<file path="src/rtl/mux_pipe_stage_pkg.sv">
// Shared definitions for the mux pipeline stage: FSM state type and select-width helper.
package mux_pipe_stage_pkg;

    typedef enum logic [1:0] {
        ST_EMPTY = 2'd0,
        ST_ONE   = 2'd1,
        ST_FULL  = 2'd2
    } state_e;

    function automatic int unsigned sel_width(input int unsigned n);
        return (n > 1) ? $clog2(n) : 1;
    endfunction

endpackage

</file>
<file path="src/rtl/mux_pipe_stage_mux_nx1.sv">
// Combinational N:1 WIDTH-bit selector; a select value >= N yields all-zeros.
module mux_nx1
    import mux_pipe_stage_pkg::*;
#(
    parameter  int unsigned N     = 4,
    parameter  int unsigned WIDTH = 32,
    localparam int unsigned SELW  = sel_width(N)
) (
    input  logic [N*WIDTH-1:0] in_data,
    input  logic [SELW-1:0]    in_sel,
    output logic [WIDTH-1:0]   out_data
);

    always_comb begin
        out_data = '0;
        for (int unsigned k = 0; k < N; k++) begin
            if (32'(in_sel) == k) begin
                out_data = in_data[k*WIDTH +: WIDTH];
            end
        end
    end

endmodule

</file>
<file path="src/rtl/mux_pipe_stage.sv">
// N:1 selector feeding a 2-entry skid-buffered pipeline register with valid/ready and flush.
// Optional even-parity output enabled by defining MUX_PIPE_PARITY_EN.
module mux_pipe_stage
    import mux_pipe_stage_pkg::*;
#(
    parameter  int unsigned N     = 4,
    parameter  int unsigned WIDTH = 32,
    localparam int unsigned SELW  = sel_width(N)
) (
    input  logic               clk,
    input  logic               rst,
    input  logic [N*WIDTH-1:0] in_data,
    input  logic [SELW-1:0]    in_sel,
    input  logic               in_valid,
    output logic               in_ready,
    input  logic               flush,
    output logic [WIDTH-1:0]   out_data,
    output logic               out_valid,
    input  logic               out_ready
`ifdef MUX_PIPE_PARITY_EN
    ,
    output logic               out_parity
`endif
);

`ifdef MUX_PIPE_PARITY_EN
    localparam int unsigned EW = WIDTH + 1;
`else
    localparam int unsigned EW = WIDTH;
`endif

    state_e           state_q;
    logic [EW-1:0]    main_q;
    logic [EW-1:0]    skid_q;
    logic [WIDTH-1:0] sel_word_d;
    logic [EW-1:0]    entry_d;
    logic             accept;

    mux_nx1 #(
        .N     (N),
        .WIDTH (WIDTH)
    ) u_mux (
        .in_data  (in_data),
        .in_sel   (in_sel),
        .out_data (sel_word_d)
    );

    // Parity rides as the top bit of each stored entry so it moves with its word.
`ifdef MUX_PIPE_PARITY_EN
    assign entry_d    = {^sel_word_d, sel_word_d};
    assign out_parity = main_q[WIDTH];
`else
    assign entry_d    = sel_word_d;
`endif

    assign in_ready  = !rst && (state_q != ST_FULL);
    assign accept    = in_valid && in_ready;
    assign out_valid = (state_q != ST_EMPTY);
    assign out_data  = main_q[WIDTH-1:0];

    always_ff @(posedge clk) begin
        if (rst) begin
            state_q <= ST_EMPTY;
            main_q  <= '0;
            skid_q  <= '0;
        end else if (flush) begin
            state_q <= ST_EMPTY;
        end else begin
            case (state_q)
                ST_EMPTY: begin
                    if (accept) begin
                        main_q  <= entry_d;
                        state_q <= ST_ONE;
                    end
                end
                ST_ONE: begin
                    if (accept && !out_ready) begin
                        skid_q  <= entry_d;
                        state_q <= ST_FULL;
                    end else if (accept) begin
                        main_q  <= entry_d;
                    end else if (out_ready) begin
                        state_q <= ST_EMPTY;
                    end
                end
                ST_FULL: begin
                    if (out_ready) begin
                        main_q  <= skid_q;
                        state_q <= ST_ONE;
                    end
                end
                default: state_q <= ST_EMPTY;
            endcase
        end
    end

endmodule

</file>
<file path="config.mk">
export PLATFORM = sky130hd
export DESIGN_NAME = mux_pipe_stage
export DESIGN_NICKNAME = d
export VERILOG_FILES = /design/src/rtl/mux_pipe_stage_pkg.sv /design/src/rtl/mux_pipe_stage_mux_nx1.sv /design/src/rtl/mux_pipe_stage.sv
export SDC_FILE = /design/constraint.sdc
export NUM_CORES = 1
export LEC_CHECK = 0
export CORE_MARGIN = 2
export CORE_UTILIZATION = 46
export DETAILED_ROUTE_END_ITERATION = 6
export MAX_ROUTING_LAYER = met4
export PLACE_DENSITY = 0.94
export SLEW_MARGIN = 40
export SYNTH_ARGS = -nofsm -noshare
export SYNTH_HDL_FRONTEND = slang
export SYNTH_SLANG_ARGS = --single-unit
export TNS_END_PERCENT = 1
</file>
<file path="constraint.sdc">
create_clock -name clk -period 3.8 [get_ports clk]
set_input_delay 1.14 -clock clk [delete_from_list [all_inputs] [get_ports clk]]
set_output_delay 1.14 -clock clk [all_outputs]
set_load 0.01 [all_outputs]
</file>
==> impl_metrics.yaml <==
die:
  io_pins: 169
  start_util_pct: 47.3
  die_area_um2: 9160
  num_rows: 33
  coreArea_um2: 8180
  die_x_um: 95.7
  die_h_um: 95.7
clocking:
  post_cts_buffers: 0
  clk_path_buf_depth: 2
  cts_hold_buf: 0
  clkTransAtPathRegs_ns: 0.06
  postCtsResizedCells: 0
  cts.sinks: 66
  clock_latency_ns: 0.34
  cts_inserted_buffers: 9
  h-tree-depth: 3
  root_buffer: "clkbuf_8"
  cts_tree: "done"
outcome:
  status: "finished, final reports clean"
worst_setup_path:
  cp.required_ns: 2.66
  slowest_delay_ns: 0.59
  critical_path_class: "in2out"
  start_kind: "input pin"
  cp-end-kind: "output pin"
  worst-path-max-fanout: 2
  cp_cell_sequence: "buf_2, nor2b_1, clkdlybuf4s50_1"
  crit_slowest_cell: "clkdlybuf4s50_1"
  critPathArrivalTime_ns: 1.93
global_route:
  antenna_found_initial: 1
  overflow: 0
  grt_pass1_vias: 3714
  grt_pass1_wl_um: 17300
  grt_max_degree: 65
  track_usage_pct: 25.2
pwr:
  powerDensity_nw_per_um2: 312
  leakagePower_nw: 2.09
  total_power_mw: 1.80
  peakVddDrop_mv: 0.173
yosys:
  syn_nets: 493
  netlist_top_cells_count: "66 x dfxtp_1, 65 x a21oi_1, 33 x mux2i_1"
  async_flop_share_pct: 0
  synth_top_area_cell: "dfxtp_1"
  synth-seq-area-share_pct: 34.2
  ys_ff_latch: 66
  yosys_warnings: 0
  synth_edf_count: 0
  synth_ff_type: "dfxtp_1"
  yosysUniqueCellTypes: 27
  synth_top_area_share_pct: 34.2
  syn_inst: 358
  yosysMostFrequentCell: "dfxtp_1"
  synth.area.top_cells: "dfxtp_1 34%, mux4_2 19%, a221oi_2 12%"
  syn-cell-area_um2: 3870
  synth.avg_cell_area_um2: 10.8
sta:
  worst_slack_ns: 0.732
  tns_ns: 0
  rsz0062_at_grt: "false"
  holdWs_ns: 0.475
  slew_viol_final: 0
  period_needed_ns: 3.07
  finalClockSkew_ns: 0.00660
  setup_violations: 0
  tightest_slew_ns: 0.713
  fmax_mhz: 326
  slew_headroom_pct: 52.5
  fin_crit_sh_pct: 80.7
  hold_viol: 0
place:
  hpwlAfterDp_um: 7750
  gp_congestion: 0.764
  pre_cts_slack_ns: 0.579
  port_buffers: 168
routing:
  drt_pass1_iterations: 4
  ant_nets: 0
  drt_wl_total_um: 11200
  drc: 0
  routedWlPerCell_um: 18.4
  num_vias: 3664
  drtIter0Drc: 172
  via_per_inst: 6.01
final_layout:
  areaGrowthSynthToFinish_pct: 48.9
  final_util_pct: 70.5
  drive_above_1_share_pct: 19.4
  final_nets: 635
  fill_cells: 563
job:
  cap_violations: 0
min_path:
  hold_path.class: "reg2reg"
flip-flops by register name, summed over array words and instances, names as in the netlist:
name,flops
out_data,32
state_q,2
skid_q,32
power by group:
group          leakage (nW)  total, mW  switching, mW  internal (mW)
combinational          1.45      0.456          0.184          0.271
clock                 0.106      0.605          0.253          0.352
sequential            0.537      0.738         0.0179          0.720
through the flow:
step	instances	area, µm²
final	610	5760
after global routing	610	5760
after CTS	609	5760
after detailed placement	594	5550
after global placement	594	5550
after floorplan	358	3870
routing by layer:
layer | vias to the layer above | wire length, µm | GRT usage, % | part of all wire, %
li1 | 1698 | - | - | -
met1 | 1786 | 4360 | 28.3 | 39
met2 | 159 | 5800 | 43.9 | 52
met3 | 21 | 789 | 5.01 | 7.0
met4 | 0 | 246 | 10.6 | 2.2
met5 | - | 0 | - | 0
worst max-delay path: cells and delay by family:
family                 cells  cell delay [ns]
AND/OR/NAND/NOR            1             0.09
buffers and inverters      2             0.69
final timing paths:
kind	cells after the start	to	slack [ns]	startpoint
setup reg to reg	4	out_data[27]	1.83	state_q[1]
hold reg to reg	2	skid_q[2]	0.47	skid_q[2]
setup / recovery	3	in_ready	0.73	rst
hold / removal	2	skid_q[2]	0.47	skid_q[2]
cells in the final DEF, fill, tap and decap left out, types with 2 or more instances in the layout:
cell type,n
a221oi_2,30
clkbuf_8,12
buf_4,8
o21ai_0,32
nor2_1,2
clkdlybuf4s50_1,166
nor3b_2,2
or3b_2,3
buf_2,2
nand3_1,32
mux4_2,32
a221oi_1,2
dfxtp_1,66
nand3b_1,2
mux2i_1,33
a21oi_1,65
layout make-up:
cell class	count	area (µm²)	area share, %
multi-input cells	246	2350	40.8
flip-flops and latches	66	1320	22.9
diodes	1	2.50	0.0434
clock buffers	13	169	2.93
clock inverters	2	35.0	0.608
well taps	105	131	2.28
repair buffers	177	1750	30.4
cells by family after synthesis:
group / after synthesis / share of synthesized area, %
multiplexers: 65 / 27.2
buffers and inverters: 46 / 5.89
flip-flops: 66 / 34.2
AND/OR/NAND/NOR: 48 / 7.18
AO/OA/AOI/OAI: 133 / 25.6
Note: power is estimated with default switching activity, not from simulation.
